<file path="config.mk">
export PLATFORM = sky130hd
export DESIGN_NAME = uart_tx
export DESIGN_NICKNAME = d
export VERILOG_FILES = /design/src/rtl/uart_tx.sv
export SDC_FILE = /design/constraint.sdc
export NUM_CORES = 1
export LEC_CHECK = 0
export CORE_ASPECT_RATIO = 0.8
export CORE_MARGIN = 2
export CORE_UTILIZATION = 53
export CTS_CLUSTER_DIAMETER = 200
export DETAILED_ROUTE_END_ITERATION = 16
export GPL_TIMING_DRIVEN = 0
export PLACE_DENSITY = 0.75
export SYNTH_ARGS = -nofsm -noshare
export SYNTH_HDL_FRONTEND = slang
export SYNTH_SLANG_ARGS = --single-unit
</file>
<file path="constraint.sdc">
create_clock -name clk -period 2.2 [get_ports clk]
set_input_delay 0.33 -clock clk [delete_from_list [all_inputs] [get_ports clk]]
set_output_delay 0.33 -clock clk [all_outputs]
set_load 0.02 [all_outputs]
</file>
<file path="src/rtl/uart_tx.sv">
// 8N1 UART transmitter with a small byte FIFO on a valid/ready push interface.
// Each bit is held for CLKS_PER_BIT cycles; back-to-back frames have no idle gap.
module uart_tx #(
  parameter int unsigned CLKS_PER_BIT = 868,
  parameter int unsigned FIFO_DEPTH   = 4
) (
  input  logic                          clk,
  input  logic                          reset,
  input  logic                          tx_valid,
  input  logic [7:0]                    tx_data,
  output logic                          tx_ready,
  output logic                          io_tx,
  output logic                          busy,
  output logic [$clog2(FIFO_DEPTH):0]   fifo_count
);

  localparam int unsigned AW = $clog2(FIFO_DEPTH);
  localparam int unsigned CW = (CLKS_PER_BIT > 1) ? $clog2(CLKS_PER_BIT) : 1;
  localparam logic [CW-1:0] BIT_LAST = CW'(CLKS_PER_BIT - 1);
  localparam logic [AW:0]   FULL     = (AW+1)'(FIFO_DEPTH);

  typedef enum logic [1:0] {
    IDLE,
    START,
    DATA,
    STOP
  } state_e;

  state_e          state_q;
  logic [CW-1:0]   bit_cnt_q;
  logic [2:0]      idx_q;
  logic [7:0]      shift_q;
  logic            tx_q;

  logic [7:0]      mem_q [FIFO_DEPTH];
  logic [AW-1:0]   wr_ptr_q;
  logic [AW-1:0]   rd_ptr_q;
  logic [AW:0]     count_q;
  logic [AW:0]     count_d;

  logic            push;
  logic            pop;
  logic            bit_done;
  logic            fifo_empty;

  assign fifo_empty = (count_q == '0);
  assign bit_done   = (bit_cnt_q == BIT_LAST);
  assign tx_ready   = (count_q != FULL);
  assign push       = tx_valid && tx_ready;
  // Pop in IDLE, or on the final stop-bit cycle so the next start bit follows with no gap.
  assign pop        = !fifo_empty && ((state_q == IDLE) || ((state_q == STOP) && bit_done));

  always_comb begin
    count_d = count_q;
    unique case ({push, pop})
      2'b10:   count_d = count_q + (AW+1)'(1);
      2'b01:   count_d = count_q - (AW+1)'(1);
      default: count_d = count_q;
    endcase
  end

  always_ff @(posedge clk) begin
    if (push) begin
      mem_q[wr_ptr_q] <= tx_data;
    end
  end

  always_ff @(posedge clk) begin
    if (reset) begin
      wr_ptr_q <= '0;
      rd_ptr_q <= '0;
      count_q  <= '0;
    end else begin
      if (push) begin
        wr_ptr_q <= wr_ptr_q + AW'(1);
      end
      if (pop) begin
        rd_ptr_q <= rd_ptr_q + AW'(1);
      end
      count_q <= count_d;
    end
  end

  always_ff @(posedge clk) begin
    if (reset) begin
      state_q   <= IDLE;
      bit_cnt_q <= '0;
      idx_q     <= '0;
      shift_q   <= '0;
      tx_q      <= 1'b1;
    end else begin
      unique case (state_q)
        IDLE: begin
          tx_q      <= 1'b1;
          bit_cnt_q <= '0;
          idx_q     <= '0;
          if (pop) begin
            shift_q <= mem_q[rd_ptr_q];
            state_q <= START;
            tx_q    <= 1'b0;
          end
        end
        START: begin
          if (bit_done) begin
            bit_cnt_q <= '0;
            idx_q     <= '0;
            state_q   <= DATA;
            tx_q      <= shift_q[0];
          end else begin
            bit_cnt_q <= bit_cnt_q + CW'(1);
          end
        end
        DATA: begin
          if (bit_done) begin
            bit_cnt_q <= '0;
            if (idx_q == 3'd7) begin
              state_q <= STOP;
              tx_q    <= 1'b1;
            end else begin
              idx_q <= idx_q + 3'd1;
              tx_q  <= shift_q[idx_q + 3'd1];
            end
          end else begin
            bit_cnt_q <= bit_cnt_q + CW'(1);
          end
        end
        STOP: begin
          if (bit_done) begin
            bit_cnt_q <= '0;
            idx_q     <= '0;
            if (pop) begin
              shift_q <= mem_q[rd_ptr_q];
              state_q <= START;
              tx_q    <= 1'b0;
            end else begin
              state_q <= IDLE;
              tx_q    <= 1'b1;
            end
          end else begin
            bit_cnt_q <= bit_cnt_q + CW'(1);
          end
        end
        default: begin
          state_q <= IDLE;
          tx_q    <= 1'b1;
        end
      endcase
    end
  end

  assign io_tx      = tx_q;
  assign busy       = (state_q != IDLE) || !fifo_empty;
  assign fifo_count = count_q;

endmodule

</file>
[Yosys cells after proc, flatten, opt, wreduce, memory -nomap -nowiden]
Memory sizes are Yosys's and may differ from the RTL's. A register that Yosys moved wholly into a read port is not among the register bits.
Cells that the tools add are included.
Storage, ports and cells
  flip-flop bits (word level): 31
  memory bits (writable): 32
  input bits: 11
  output and inout bits: 6
  word-level logic and storage cells: 77
  memories: 1
Memory list
  mem_q: words 4, bits a word 8, read ports 1, clocked after memory_dff 1, write ports 1, line 35  | logic [7:0] mem_q [FIFO_DEPTH];
Cells by class
  add/subtract/negate cells: 6
  order comparisons: 1
  eq/ne operators: 15
  mux-type cells: 29
  reductions and logical operators: 17
Operators with widths (number)
  $pmux 10 s2: 1
  $mux 8: 2
  $pmux 8 s2: 1
  $mux 2: 7
  $ne 2x2->1 const B: 6
  $add 10x1->10 const B: 1
  $eq 10x10->1 const B: 1
  $mux 10: 1
  $mux 1: 9
  $mux 3: 3
  $pmux 3 s3: 1
  $pmux 2 s4: 1
  $add 3x1->3 const B: 2
  $eq 2x2->1 const B: 3
  $pmux 3 s2: 1
  $reduce_and 3->1: 2
  $reduce_bool 2->1: 3
  $reduce_and 5->1: 1
  $add 2x1->2 const B: 2
  $eq 2x1->1 const B: 2
  $lt 3x4->1 const B: 1
  $pmux 1 s4: 1
  $bmux 1 s3: 1
  $eq 3x3->1 const B: 1
  other kinds (11): 14

[Logic depth before layout (Yosys ltp)]
  depth in word-level cells: 7
  depth in mapped cells: 10
  gate-level depth less buffers: 10

[Worst setup path after synthesis]
Ideal clock, no wire load.
  kind: reg2reg
  from: register count_q[2], in the netlist fifo_count[2]
  to: register count_q[2], in the netlist fifo_count[2]
  data arrival time: 2.507 ns
  required time: 2.129 ns
  path slack: -0.378 ns
  cell stages (with the launch flop): 10
  path buffers: 0
  cell sequence: dfxtp_1 or3b_1 and2_1 inv_1 ha_1 inv_1 fa_1 xor2_1 or3_1 a21oi_1
Between the ends
  elaborated cells between the ends (all ways): 11
RTL lines
  start, declared: line 38  | logic [AW:0] count_q;
  start signal, assigned: line 80  | count_q <= count_d;
  $ne 3x3->1 (*): line 48  | assign tx_ready = (count_q != FULL);
  named net tx_ready: line 11  | output logic tx_ready,
  $logic_and 1x1->1 (*): line 49  | assign push = tx_valid && tx_ready;
  $eq 2x1->1 or $eq 2x2->1 (tied branches): line 55  | unique case ({push, pop})
  $pmux 3 s2 or $reduce_bool 2->1 (tied branches)
The timed path passes the listed nets; every way through them passes the cells marked *.
A chain may end at the register's enable or synchronous reset.

[Final worst setup path]
  from: register count_q[0], in the netlist fifo_count[0]
  to: register count_q[2], in the netlist fifo_count[2]
Between the ends
  cells in the longest elaborated chain, start to end: 5
  elaborated cells between the ends (all ways): 11
Ends and longest elaborated chain
  $logic_not 3->1: line 46  | assign fifo_empty = (count_q == '0);
  $logic_not 1->1: line 51  | assign pop = !fifo_empty && ((state_q == IDLE) || ((state_q == STOP) && bit_done));
  $logic_and 1x1->1: line 51
  $eq 2x1->1 or $eq 2x2->1 (tied branches): line 55
  $pmux 3 s2 or $reduce_bool 2->1 (tied branches)
Several ways; a longest one is shown, not always the timed one.

==> qor.csv <==
stage;metric;value;unit
status;outcome;finished with violations;
status;violations;negative setup slack;
sta;setup_viol;1;
finish;final_area;3540;µm²
detailed_routing;drt_pass1_iterations;4;
placement;port_buffers;16;
critical_path;cp.arrival;2.53;ns
detailed_routing;drc;0;
sta;period_needed;2.26;ns
grt;grt_pass1_vias;1850;
pwr;power;4.43;mW
grt;grt_start_max_net_pins;13;
synth;synth_ff_type;dfxtp_1;
grt;antenna_found_initial;0;
critical_path;cp_data_required_time;2.47;ns
finish;fill_cells;412;
synth;syn_area;2950;µm²
synth;yosys_warnings;0;
floorplanning;die_x;87.4;µm
finish;n_antenna_cell;0;
cts;h-tree-depth;3;
placement;gp_congestion;0.824;
sta;finalSetupTns;-0.0568;ns
synth;synth_edf_count;32;
detailed_routing;avgRoutedWirePerCell;14.6;µm
critical_path;cp_max_fo;6;
pwr;p_leak;1.22;nW
synth;synth_seq_cells;65;
floorplanning;ios;17;
sta;max_slew_margin;62.1;%
sta;fin_skew;0.00662;ns
finish;area_delta_synth_final;19.9;%
cts;clockRootBuffer;clkbuf_8;
finish;final_util;65.5;%
cts;clk_latency;0.35;ns
synth;ys_types;46;
synth;syn_inst;241;
finish;final_common_cell;edfxtp_1;
floorplanning;num_rows;24;
placement;dp_hpwl;3440;µm
grt;overflow;0;
floorplanning;core;5410;µm²
critical_path;worstSetupPathType;flop to flop;
synth;syn_area_per_cell;12.2;µm²
grt;grt_pass1_wl;8740;µm
sta;finalHoldViolCount;0;
synth;yosysSeqAreaShare;54.9;%
placement;pre_cts_ws;-0.261;ns
synth;synth_fp_nets;266;
placement;placed_area;3220;µm²
floorplanning;die_height;70.7;µm
sta;drv_slew;0;
synth;async_flop_share;0;%
cts;clkTransAtPathRegs;0.07;ns
pwr;power_density;1250;nW/µm²
detailed_routing;first_iter_violations;105;
sta;tightest_slew;0.569;ns
finish;layout_common_cells;edfxtp_1 (32), dfxtp_1 (27), a21oi_1 (22), clkdlybuf4s50_1 (15), nand3_1 (14);
finish;finalNetCount;303;
min_path;min_path_type;flop to flop;
critical_path;end_kind;flop;
cts;cts_tree;built;
floorplanning;start_util;54.6;%
detailed_routing;wirelength;5090;µm
cts;numCtsBuffers;9;
detailed_routing;antenna_left;0;
sta;rsz0062_at_grt;true;
pwr;ir_drop;0.552;mV
finish;drive_above_1_share;22.3;%
sta;setup_slack;-0.0568;ns
flow_run;maxCapViolCount;0;
detailed_routing;vias;1912;
detailed_routing;viasPerCell;5.49;
floorplanning;die_area;6190;µm²
critical_path;startpoint_type;flop;
grt;grt_usage;18.9;%
sta;period_share;103;%
sta;timing.fmax;443;MHz
cts;cts_num_sinks;65;
cts;cts_buffer_depth;2;
-- what timing repair did --
| action | in CTS | in global routing |
|---|---|---|
| hold buffers | 0 | 0 |
| buffers inserted | 10 | 0 |
| resized for setup | 7 | 3 |
| endpoints found under the setup margin | 3 | 2 |
| pin swaps | 6 | 0 |
-- cell families (layout without fill, tap and decap cells) --
logic type,after synthesis,after routing,share of synthesized area [%]
buffers and inverters,19,61,2.46
AND/OR/NAND/NOR,67,67,13.4
flip-flops,65,65,54.9
multiplexers,12,12,7.50
adder cells (fa/ha/maj),14,14,6.19
AO/OA/AOI/OAI,55,55,12.8
XOR/XNOR,9,9,2.67
-- per-layer routing --
layer | share of wire [%] | global-route usage [%] | vias to the layer above
met4 | 1.7 | 7.69 | 0
met1 | 50 | 26.7 | 894
li1 | - | - | 975
met3 | 3.8 | 6.65 | 9
met2 | 45 | 26.6 | 34
met5 | 0 | 0 | -
-- synthesized netlist by cell type, types with 2 or more instances --
master	instances	area, µm²
or3_1	5	31.3
o31ai_1	3	22.5
clkbuf_1	5	18.8
mux4_2	8	180
a22oi_1	2	15.0
o21ai_1	4	20.0
ha_1	13	163
edfxtp_1	32	961
xor2_1	4	35.0
dfxtp_1	33	661
xnor2_1	5	43.8
nor2b_1	3	18.8
buf_1	2	7.51
o21ai_0	13	65.1
a21oi_1	23	115
nand2_1	10	37.5
and3_1	4	25.0
nand3_1	14	70.1
mux2i_1	3	30.0
and2_1	3	18.8
or4_1	2	15.0
nor2_1	14	52.6
nor3_1	3	15.0
inv_1	11	41.3
-- sequential cells by signal, indices dropped and copies added (netlist names), named ones only --
name,count
shift_q,8
idx_q,3
state_q,2
fifo_count,3
mem_q,32
wr_ptr_q,2
rd_ptr_q,2
io_tx,1
bit_cnt_q,10
-- per-stage QoR --
stage	instances	hold WS [ns]
2_1_floorplan	241	0.429
3_3_place_gp	322	0.445
3_5_place_dp	322	0.448
4_1_cts	348	0.476
5_1_grt	348	0.501
6_report	348	0.476
-- critical path, stage by stage (launching register included) --
cell     delay (ns)
dfxtp_2        0.37
or3b_4         0.39
and2_4         0.18
inv_2          0.06
ha_2           0.18
inv_2          0.04
fa_2           0.32
xor2_1         0.15
or3_1          0.33
a21oi_2        0.15
-- worst paths after layout --
kind              cells after the start  slack, ns                          to                       start
setup / recovery                      9      -0.06  fifo_count[2]$_SDFFE_PP0P_  fifo_count[0]$_SDFFE_PP0P_
hold / removal                        2       0.48          io_tx$_SDFFE_PP1P_          io_tx$_SDFFE_PP1P_
setup reg to reg                      9      -0.06  fifo_count[2]$_SDFFE_PP0P_  fifo_count[0]$_SDFFE_PP0P_
hold reg to reg                       2       0.48          io_tx$_SDFFE_PP1P_          io_tx$_SDFFE_PP1P_
-- power by group --
part	switching [mW]	internal (mW)	total (mW)
combinational	0.917	0.791	1.71
sequential	0.122	1.50	1.62
clock	0.463	0.636	1.10
-- final cells by class --
type / count / area (µm²) / area share, %
inverters: 11 / 41.3 / 1.17
clock buffers: 9 / 124 / 3.50
well taps: 65 / 81.3 / 2.30
clock inverters: 7 / 95.1 / 2.69
flip-flops and latches: 65 / 1630 / 46.2
plain buffers: 8 / 35.0 / 0.990
repair buffers: 26 / 234 / 6.61
multi-input cells: 157 / 1290 / 36.6
Note: power is estimated with default switching activity, not from simulation.
